$ cat config.mk
export PLATFORM = sky130hd
export DESIGN_NAME = nnrv_mem_arb_flat
export DESIGN_NICKNAME = d
export VERILOG_FILES = /design/src/rtl/nnrv_mem_arb_if.sv /design/src/rtl/nnrv_mem_arb.sv /design/src/flat_wrapper.sv
export SDC_FILE = /design/constraint.sdc
export NUM_CORES = 1
export LEC_CHECK = 0
export BUFFER_PORTS_ARGS = -buffer_cell sky130_fd_sc_hd__buf_4
export CAP_MARGIN = 10
export CORE_MARGIN = 2
export CORE_UTILIZATION = 50
export DETAILED_ROUTE_END_ITERATION = 16
export PLACE_DENSITY = 0.85
export SYNTH_ARGS = -nofsm -noshare
export SYNTH_HDL_FRONTEND = slang
export SYNTH_SLANG_ARGS = --single-unit
$ cat constraint.sdc
create_clock -name i_clk -period 4.6 [get_ports i_clk]
set_input_delay 0.46 -clock i_clk [delete_from_list [all_inputs] [get_ports i_clk]]
set_output_delay 0.46 -clock i_clk [all_outputs]
set_load 0.02 [all_outputs]
$ cat src/rtl/nnrv_mem_arb_if.sv
// ============================================================================
// Module      : nnrv_mem_arb_if
// Description : Requester (IF, LS), memory-macro and status signals of the
//               unified-memory arbiter, bundled with arbiter/client modports.
// Revision    : 1.0 - initial release
// ============================================================================
`default_nettype none

interface nnrv_mem_arb_if #(
   parameter int AW = 12,
   parameter int DW = 32
);
   logic            i_if_req;
   logic [AW-1:0]   i_if_addr;
   logic            o_if_gnt;
   logic            o_if_rvalid;
   logic [DW-1:0]   o_if_rdata;

   logic            i_ls_req;
   logic            i_ls_we;
   logic [AW-1:0]   i_ls_addr;
   logic [DW-1:0]   i_ls_wdata;
   logic [DW/8-1:0] i_ls_wstrb;
   logic            o_ls_gnt;
   logic            o_ls_rvalid;
   logic [DW-1:0]   o_ls_rdata;

   logic            o_mem_en;
   logic            o_mem_we;
   logic [AW-1:0]   o_mem_addr;
   logic [DW-1:0]   o_mem_wdata;
   logic [DW/8-1:0] o_mem_wstrb;
   logic [DW-1:0]   i_mem_rdata;

   logic            o_busy;

   modport slave (
      input  i_if_req, i_if_addr,
      output o_if_gnt, o_if_rvalid, o_if_rdata,
      input  i_ls_req, i_ls_we, i_ls_addr, i_ls_wdata, i_ls_wstrb,
      output o_ls_gnt, o_ls_rvalid, o_ls_rdata,
      output o_mem_en, o_mem_we, o_mem_addr, o_mem_wdata, o_mem_wstrb,
      input  i_mem_rdata,
      output o_busy
   );

   modport master (
      output i_if_req, i_if_addr,
      input  o_if_gnt, o_if_rvalid, o_if_rdata,
      output i_ls_req, i_ls_we, i_ls_addr, i_ls_wdata, i_ls_wstrb,
      input  o_ls_gnt, o_ls_rvalid, o_ls_rdata,
      input  o_mem_en, o_mem_we, o_mem_addr, o_mem_wdata, o_mem_wstrb,
      output i_mem_rdata,
      input  o_busy
   );
endinterface

`default_nettype wire

$ cat src/rtl/nnrv_mem_arb.sv
// ============================================================================
// Module      : nnrv_mem_arb
// Description : Single-transaction arbiter between instruction fetch and the
//               load/store unit for one single-port memory. Optional macro
//               NNRV_ARB_RR_EN turns tie-breaking into round-robin.
// Revision    : 1.0 - initial release
// ============================================================================
`default_nettype none

module nnrv_mem_arb #(
   parameter int AW     = 12,
   parameter int DW     = 32,
   parameter int RD_LAT = 1
) (
   input  logic         i_clk,
   input  logic         i_rst,
   nnrv_mem_arb_if.slave bus
);

   localparam int         SW       = DW / 8;
   localparam logic [1:0] CNT_INIT = 2'(RD_LAT - 1);

   typedef enum logic [1:0] {
      S_IDLE  = 2'd0,
      S_ISSUE = 2'd1,
      S_WAIT  = 2'd2,
      S_RESP  = 2'd3
   } state_t;

   state_t          state_q;
   logic            owner_ls_q;
   logic            we_q;
   logic [1:0]      cnt_q;
   logic            if_gnt_q;
   logic            ls_gnt_q;
   logic            if_rvalid_q;
   logic            ls_rvalid_q;
   logic [DW-1:0]   if_rdata_q;
   logic [DW-1:0]   ls_rdata_q;
   logic            mem_en_q;
   logic            mem_we_q;
   logic [AW-1:0]   mem_addr_q;
   logic [DW-1:0]   mem_wdata_q;
   logic [SW-1:0]   mem_wstrb_q;
   logic            pick_ls_d;

`ifdef NNRV_ARB_RR_EN
   logic last_ls_q;

   // On a tie the requester that did not own the previous transaction wins.
   always_comb pick_ls_d = bus.i_ls_req & (~bus.i_if_req | ~last_ls_q);

   always_ff @(posedge i_clk) begin
      if (i_rst) begin
         last_ls_q <= 1'b1;
      end else if (state_q == S_ISSUE) begin
         last_ls_q <= owner_ls_q;
      end
   end
`else
   always_comb pick_ls_d = bus.i_ls_req;
`endif

   always_ff @(posedge i_clk) begin
      if (i_rst) begin
         state_q     <= S_IDLE;
         owner_ls_q  <= 1'b0;
         we_q        <= 1'b0;
         cnt_q       <= 2'd0;
         if_gnt_q    <= 1'b0;
         ls_gnt_q    <= 1'b0;
         if_rvalid_q <= 1'b0;
         ls_rvalid_q <= 1'b0;
         if_rdata_q  <= '0;
         ls_rdata_q  <= '0;
         mem_en_q    <= 1'b0;
         mem_we_q    <= 1'b0;
         mem_addr_q  <= '0;
         mem_wdata_q <= '0;
         mem_wstrb_q <= '0;
      end else begin
         if_gnt_q    <= 1'b0;
         ls_gnt_q    <= 1'b0;
         if_rvalid_q <= 1'b0;
         ls_rvalid_q <= 1'b0;
         case (state_q)
            S_IDLE: begin
               // The memory command registers double as the transaction latch.
               if (bus.i_if_req | bus.i_ls_req) begin
                  owner_ls_q  <= pick_ls_d;
                  we_q        <= pick_ls_d & bus.i_ls_we;
                  if_gnt_q    <= ~pick_ls_d;
                  ls_gnt_q    <= pick_ls_d;
                  mem_en_q    <= 1'b1;
                  mem_we_q    <= pick_ls_d & bus.i_ls_we;
                  mem_addr_q  <= pick_ls_d ? bus.i_ls_addr : bus.i_if_addr;
                  mem_wdata_q <= pick_ls_d ? bus.i_ls_wdata : '0;
                  mem_wstrb_q <= pick_ls_d ? bus.i_ls_wstrb : '0;
                  state_q     <= S_ISSUE;
               end
            end
            S_ISSUE: begin
               mem_en_q <= 1'b0;
               mem_we_q <= 1'b0;
               cnt_q    <= CNT_INIT;
               state_q  <= S_WAIT;
            end
            S_WAIT: begin
               if (cnt_q == 2'd0) begin
                  if (owner_ls_q) begin
                     ls_rvalid_q <= 1'b1;
                     ls_rdata_q  <= we_q ? '0 : bus.i_mem_rdata;
                  end else begin
                     if_rvalid_q <= 1'b1;
                     if_rdata_q  <= bus.i_mem_rdata;
                  end
                  state_q <= S_RESP;
               end else begin
                  cnt_q <= cnt_q - 2'd1;
               end
            end
            S_RESP: begin
               state_q <= S_IDLE;
            end
            default: begin
               state_q <= S_IDLE;
            end
         endcase
      end
   end

   assign bus.o_if_gnt    = if_gnt_q;
   assign bus.o_if_rvalid = if_rvalid_q;
   assign bus.o_if_rdata  = if_rdata_q;
   assign bus.o_ls_gnt    = ls_gnt_q;
   assign bus.o_ls_rvalid = ls_rvalid_q;
   assign bus.o_ls_rdata  = ls_rdata_q;
   assign bus.o_mem_en    = mem_en_q;
   assign bus.o_mem_we    = mem_we_q;
   assign bus.o_mem_addr  = mem_addr_q;
   assign bus.o_mem_wdata = mem_wdata_q;
   assign bus.o_mem_wstrb = mem_wstrb_q;
   assign bus.o_busy      = (state_q != S_IDLE);

endmodule

`default_nettype wire

$ cat src/flat_wrapper.sv
// flat-port wrapper written by rule: the top's interface ports become plain ports
module nnrv_mem_arb_flat 
#(
   parameter int AW     = 12,
   parameter int DW     = 32,
   parameter int RD_LAT = 1
)
  (i_clk, i_rst, bus_i_if_req, bus_i_if_addr, bus_o_if_gnt, bus_o_if_rvalid, bus_o_if_rdata, bus_i_ls_req, bus_i_ls_we, bus_i_ls_addr, bus_i_ls_wdata, bus_i_ls_wstrb, bus_o_ls_gnt, bus_o_ls_rvalid, bus_o_ls_rdata, bus_o_mem_en, bus_o_mem_we, bus_o_mem_addr, bus_o_mem_wdata, bus_o_mem_wstrb, bus_i_mem_rdata, bus_o_busy);
  nnrv_mem_arb_if #(.AW(AW), .DW(DW)) bus_i ();
  input  logic i_clk;
  input  logic i_rst;
  input wire logic [$bits(bus_i.i_if_req)-1:0] bus_i_if_req;
  input wire logic [$bits(bus_i.i_if_addr)-1:0] bus_i_if_addr;
  output wire logic [$bits(bus_i.o_if_gnt)-1:0] bus_o_if_gnt;
  output wire logic [$bits(bus_i.o_if_rvalid)-1:0] bus_o_if_rvalid;
  output wire logic [$bits(bus_i.o_if_rdata)-1:0] bus_o_if_rdata;
  input wire logic [$bits(bus_i.i_ls_req)-1:0] bus_i_ls_req;
  input wire logic [$bits(bus_i.i_ls_we)-1:0] bus_i_ls_we;
  input wire logic [$bits(bus_i.i_ls_addr)-1:0] bus_i_ls_addr;
  input wire logic [$bits(bus_i.i_ls_wdata)-1:0] bus_i_ls_wdata;
  input wire logic [$bits(bus_i.i_ls_wstrb)-1:0] bus_i_ls_wstrb;
  output wire logic [$bits(bus_i.o_ls_gnt)-1:0] bus_o_ls_gnt;
  output wire logic [$bits(bus_i.o_ls_rvalid)-1:0] bus_o_ls_rvalid;
  output wire logic [$bits(bus_i.o_ls_rdata)-1:0] bus_o_ls_rdata;
  output wire logic [$bits(bus_i.o_mem_en)-1:0] bus_o_mem_en;
  output wire logic [$bits(bus_i.o_mem_we)-1:0] bus_o_mem_we;
  output wire logic [$bits(bus_i.o_mem_addr)-1:0] bus_o_mem_addr;
  output wire logic [$bits(bus_i.o_mem_wdata)-1:0] bus_o_mem_wdata;
  output wire logic [$bits(bus_i.o_mem_wstrb)-1:0] bus_o_mem_wstrb;
  input wire logic [$bits(bus_i.i_mem_rdata)-1:0] bus_i_mem_rdata;
  output wire logic [$bits(bus_i.o_busy)-1:0] bus_o_busy;
  assign bus_i.i_if_req = bus_i_if_req;
  assign bus_i.i_if_addr = bus_i_if_addr;
  assign bus_o_if_gnt = bus_i.o_if_gnt;
  assign bus_o_if_rvalid = bus_i.o_if_rvalid;
  assign bus_o_if_rdata = bus_i.o_if_rdata;
  assign bus_i.i_ls_req = bus_i_ls_req;
  assign bus_i.i_ls_we = bus_i_ls_we;
  assign bus_i.i_ls_addr = bus_i_ls_addr;
  assign bus_i.i_ls_wdata = bus_i_ls_wdata;
  assign bus_i.i_ls_wstrb = bus_i_ls_wstrb;
  assign bus_o_ls_gnt = bus_i.o_ls_gnt;
  assign bus_o_ls_rvalid = bus_i.o_ls_rvalid;
  assign bus_o_ls_rdata = bus_i.o_ls_rdata;
  assign bus_o_mem_en = bus_i.o_mem_en;
  assign bus_o_mem_we = bus_i.o_mem_we;
  assign bus_o_mem_addr = bus_i.o_mem_addr;
  assign bus_o_mem_wdata = bus_i.o_mem_wdata;
  assign bus_o_mem_wstrb = bus_i.o_mem_wstrb;
  assign bus_i.i_mem_rdata = bus_i_mem_rdata;
  assign bus_o_busy = bus_i.o_busy;
  nnrv_mem_arb #(.AW(AW), .DW(DW), .RD_LAT(RD_LAT)) u_core (.i_clk(i_clk), .i_rst(i_rst), .bus(bus_i));
endmodule
# After elaboration in Yosys (flattened, before gate mapping)
# Cells that the tools add are included.
# word_totals
elab_cells	58
ff_bits	124
input_bits	97
# op_classes
n_reduce_logical	13
n_eq_ne	6
n_bitwise	8
mux	15
addsub	1
# ops
cell	n
$mux W32	2
$mux W12	1
$pmux W2 S4	1
$reduce_and A2 Y1	4
$mux W2	3
$not A1 Y1	6
$reduce_and A3 Y1	2
$reduce_bool A2 Y1	3
$reduce_or A3 Y1	2
$eq A2 B2 Y1 const B	2
$logic_not A2 Y1	2
$mux W1	4
$mux W4	1
$ne A2 B1 Y1 const B	2
$pmux W1 S2	2
$pmux W2 S2	1
$eq A2 B1 Y1 const B	1
$ne A2 B2 Y1 const B	1
$sub A2 B1 Y2 const B	1
$and A1 B1 Y1	1
$or A1 B1 Y1	1

# Logic depth before layout (Yosys ltp)
# logic_depth
ltp_word	3
mapped_depth	7
depth_no_buf	5

# Least setup slack after synthesis
# Ideal clock, no wire load.
# synth_timing
path_kind	reg2reg
startpoint	register u_core.state_q[0]
endpoint	register u_core.cnt_q[1]
t_required_ps	4530
arrival_time_ps	1434
path_stages_with_launch	6
n_path_buf	0
synth_period_minus_slack_ps	1505
setup_slack_ps	3095
cell_sequence	dfxtp_1 inv_1 ha_1 and2_1 or4b_1 a21oi_1
# synth_between
elab_chain_len	3
word_cells_on_any_way	6
classes_between	eq/ne (3); mux (1); reduce/logical (2)
# synth_rtl
element	line_no	source
start, declared	nnrv_mem_arb.sv:30	state_t state_q;
start signal, assigned	nnrv_mem_arb.sv:66	state_q <= S_IDLE;
start signal, assigned	nnrv_mem_arb.sv:99	state_q <= S_ISSUE;
start signal, assigned	nnrv_mem_arb.sv:106	state_q <= S_WAIT;
$eq A2 B2 Y1 or $eq A2 B1 Y1 (tied branches)	nnrv_mem_arb.sv:86	case (state_q)
$ne A2 B2 Y1 (no line) or $reduce_bool A2 Y1 (tied branches)	n/a	
$reduce_and A2 Y1 (no line)	n/a	
end signal, assigned	nnrv_mem_arb.sv:119	cnt_q <= cnt_q - 2'd1;
end, declared	nnrv_mem_arb.sv:33	logic [1:0] cnt_q;
# Several ways; a longest one is shown, not always the timed one.
# A chain may end at the register's enable or synchronous reset.

# Worst setup path after layout
# layout_timing
startpoint	register u_core.state_q[0]
endpoint	register u_core.mem_wdata_q[6], in the netlist u_core.bus.o_mem_wdata[6]
# layout_between
elab_chain_len	2
# layout_rtl
element	line_no	source
$logic_not A2 Y1	nnrv_mem_arb.sv:86	
$reduce_and A2 Y1 (no line)	n/a	
end signal, assigned	nnrv_mem_arb.sv:97	mem_wdata_q <= pick_ls_d ? bus.i_ls_wdata : '0;
end, declared	nnrv_mem_arb.sv:43	logic [DW-1:0] mem_wdata_q;
# Every way passes these cells.

==> qor.txt <==
Share of cells above drive strength 1: 36.9%
Die X: 99.3 µm
Setup crit end kind: flip-flop
DRC: 0
Final period util: 48.7%
Initial antenna violation count: 0
Vias in the first global route: 4087
Met3 Wirelength: 1.02 mm
Adder-Cell Fraction of Synth Area: 1.93%
Critical Path Start: u_core.state_q[0]
Row count: 34
Crit path to: u_core.bus.o_mem_wdata[6]
Leak Pwr: 2.98 nW
Setup Fix Bufs, Post-CTS: 0
Hold Buf Count CTS: 0
Post-Synth XOR/XNOR Area: 0%
Antenna diodes: 0
Initial DRC count: 179
1st-pass router iterations: 4
Worst hold path class: in -> reg
Final setup vio count: 0
Chip Height: 99.3 µm
Distinct cells, synth: 30
Die area: 9850 µm²
Switching Fraction: 32.4%
Max Slew Vio Count: 0
Global-route wire length before repair: 19.5 mm
MaxCap Viol Count: 0
Combinational Power Share: 28.9%
Final WL: 12.4 mm
Min-delay src: bus_i_ls_wdata[23]
R2r setup slk: 2.36 ns
Final Critical Period: 2.24 ns
Final ANT Viol Nets: 0
TritonCTS clock tree: yes
I/O pin total: 216
Fin Setup TNS: 0 ns
Worst Path Required: 5.00 ns
Met1 Routed Length: 4.98 mm
Layout Area Growth over Synthesis: 48.3%
Final HPWL DP: 8.26 mm
Final instance area: 6730 µm²
Overall Global Routing Usage: 24.5%
Worst-Margin Slew: 1.22 ns
Total grt overflow: 0
Synth Area in Compound Gates: 17.8%
Internal power: 0.00260 W
Final hold violation count: 0
Status: complete, no violations
Largest family of logic cells by synthesized area: compound AO/OA/AOI/OAI gates
Slew HR: 18.5%
Worst skew pair latency: 0.50 ns
Clk pwr share: 34.6%
Simple-gate share of the synthesized area: 17.7%
Reg power frac: 36.5%
Register area share after synthesis: 54.7%
Clk slew on worst S/H paths: 0.06 ns
Longest Clk Path Bufs: 2
Core region area: 8760 µm²
Most common cell after layout, fill and taps aside: buf_4
Post-synthesis mux area share: 2.87%
Pwr per Cell Area: 572 nW/µm²
Avg WL per Cell: 15.5 µm
Synth Net Count: 583
Post-synthesis cell area: 4540 µm²
Layout Nets: 782
Kind of critical path: reg -> reg
R2R cell count: 5
RSZ-0062 raised after global routing: no
Gpl congestion: 0.826
Synth Register Bits: 124
Worst EP arrival: 2.64 ns
Clock Skew: 0.0104 ns
Post-layout util: 76.8%
Starting density of the core: 51.8%
Most frequent cells in the layout: buf_4, dfxtp_1, nand2_1
Largest net degree at the start of global routing: 90
Mean post-synth cell area: 9.47 µm²
Synth Warn #: 0
Htree depth: 4
Highest Signal Layer: met4
Avg Vias per Cell: 5.26
CP Launch Type: flip-flop
DP Area: 6110 µm²
Vias: 4205
Post-Synthesis Cells: 479
Met2 routed WL: 6.17 mm
NetSw: 0.00125 W
Sinks on Clock Net: 124
CTS Buf Count: 17
Peak Freq: 446 MHz
Crit-path max FO: 37
VDD IR max: 335 µV
CTS root buf: clkbuf_8
FF-to-FF End: u_core.bus.o_mem_wdata[6]
Fill cells: 615
IO Port Bufs: 215
Worst r2r src: u_core.state_q[0]
Post-CTS sizing: 0
final cells by class:
type	count	area (µm²)	share of cell area, %
clock inverters	13	165	2.45
well taps	108	135	2.01
repair buffers	219	1650	24.5
inverters	6	22.5	0.335
multi-input cells	310	1830	27.2
flip-flops and latches	124	2480	36.9
clock buffers	19	442	6.56
stage by stage:
| step | setup WS [ns] | hold slack (ns) | instances | total power, W |
|---|---|---|---|---|
| after floorplan | 3.10 | 0.450 | 479 | 0.00208 |
| after global placement | 2.50 | 0.440 | 766 | 0.00249 |
| after detailed placement | 2.40 | 0.444 | 766 | 0.00252 |
| after CTS | 2.37 | 0.142 | 798 | 0.00386 |
| after global routing | 2.15 | 0.144 | 799 | 0.00402 |
| final | 2.36 | 0.162 | 799 | 0.00385 |
kinds of logic after synthesis:
logic type,after synthesis
DFF,124
and+or+nand+nor,164
adders and majority gates,7
AOI/OAI and AO/OA,126
muxes,13
buffers and inverters,45
routing by layer:
| layer | vias to the layer above | GRT usage (%) |
|---|---|---|
| li1 | 2059 | - |
| met1 | 1937 | 30.0 |
| met2 | 194 | 41.6 |
| met3 | 15 | 6.75 |
| met4 | 0 | 8.96 |
| met5 | - | 0 |
state kept, by name (all words and copies together) (netlist names), 2 cells and up:
signal,cells
u_core.bus.o_mem_wstrb,4
u_core.cnt_q,2
u_core.state_q,2
u_core.bus.o_if_rdata,32
u_core.bus.o_ls_rdata,32
u_core.bus.o_mem_wdata,32
u_core.bus.o_mem_addr,12
cells in the mapped netlist:
cell type / number / area, µm²
nor3b_1: 1 / 7.51
nand3b_1: 33 / 248
nor3_1: 1 / 5.00
a211oi_1: 13 / 97.6
ha_1: 7 / 87.6
nand3_1: 2 / 10.0
buf_4: 1 / 7.51
a21o_1: 1 / 7.51
o21ai_0: 4 / 20.0
o21a_1: 2 / 15.0
or2_2: 1 / 6.26
or3b_2: 1 / 8.76
nor2_8: 1 / 20.0
nand2b_1: 2 / 12.5
buf_2: 14 / 70.1
or4b_1: 2 / 20.0
buf_1: 4 / 15.0
and2_1: 1 / 6.26
and3b_1: 1 / 8.76
mux2i_1: 13 / 130
nor4bb_1: 1 / 10.0
nor2_1: 18 / 67.6
inv_1: 6 / 22.5
buf_6: 5 / 56.3
and3_1: 1 / 6.26
a22o_1: 36 / 315
a21oi_1: 70 / 350
clkbuf_1: 15 / 56.3
dfxtp_1: 124 / 2480
nand2_1: 98 / 368
worst max-delay path: stages (launching register included):
cell and delay (ns):
dfxtp_1 0.32, inv_1 0.12, ha_1 0.33, o21a_1 0.81, nor2_8 0.22, a22o_1 0.31
worst min-delay path by stage:
stage                                             to  cells past startpoint
after global routing      u_core.bus.o_mem_wdata[17]                      2
after detailed placement   u_core.bus.o_ls_rdata[19]                      2
after global placement      u_core.bus.o_ls_rdata[2]                      2
after CTS                  u_core.bus.o_mem_wdata[5]                      2
final                     u_core.bus.o_mem_wdata[23]                      2
after floorplan                      u_core.cnt_q[1]                      2
power groups by stage:
stage	registers, W	clock network (W)	logic (W)
6_report	0.00140	0.00133	0.00111
5_1_grt	0.00143	0.00139	0.00120
4_1_cts	0.00140	0.00135	0.00112
3_5_place_dp	0.00142	0	0.00111
3_3_place_gp	0.00141	0	0.00107
2_1_floorplan	0.00162	0	0.000463
(Power assumes the default switching activity.)
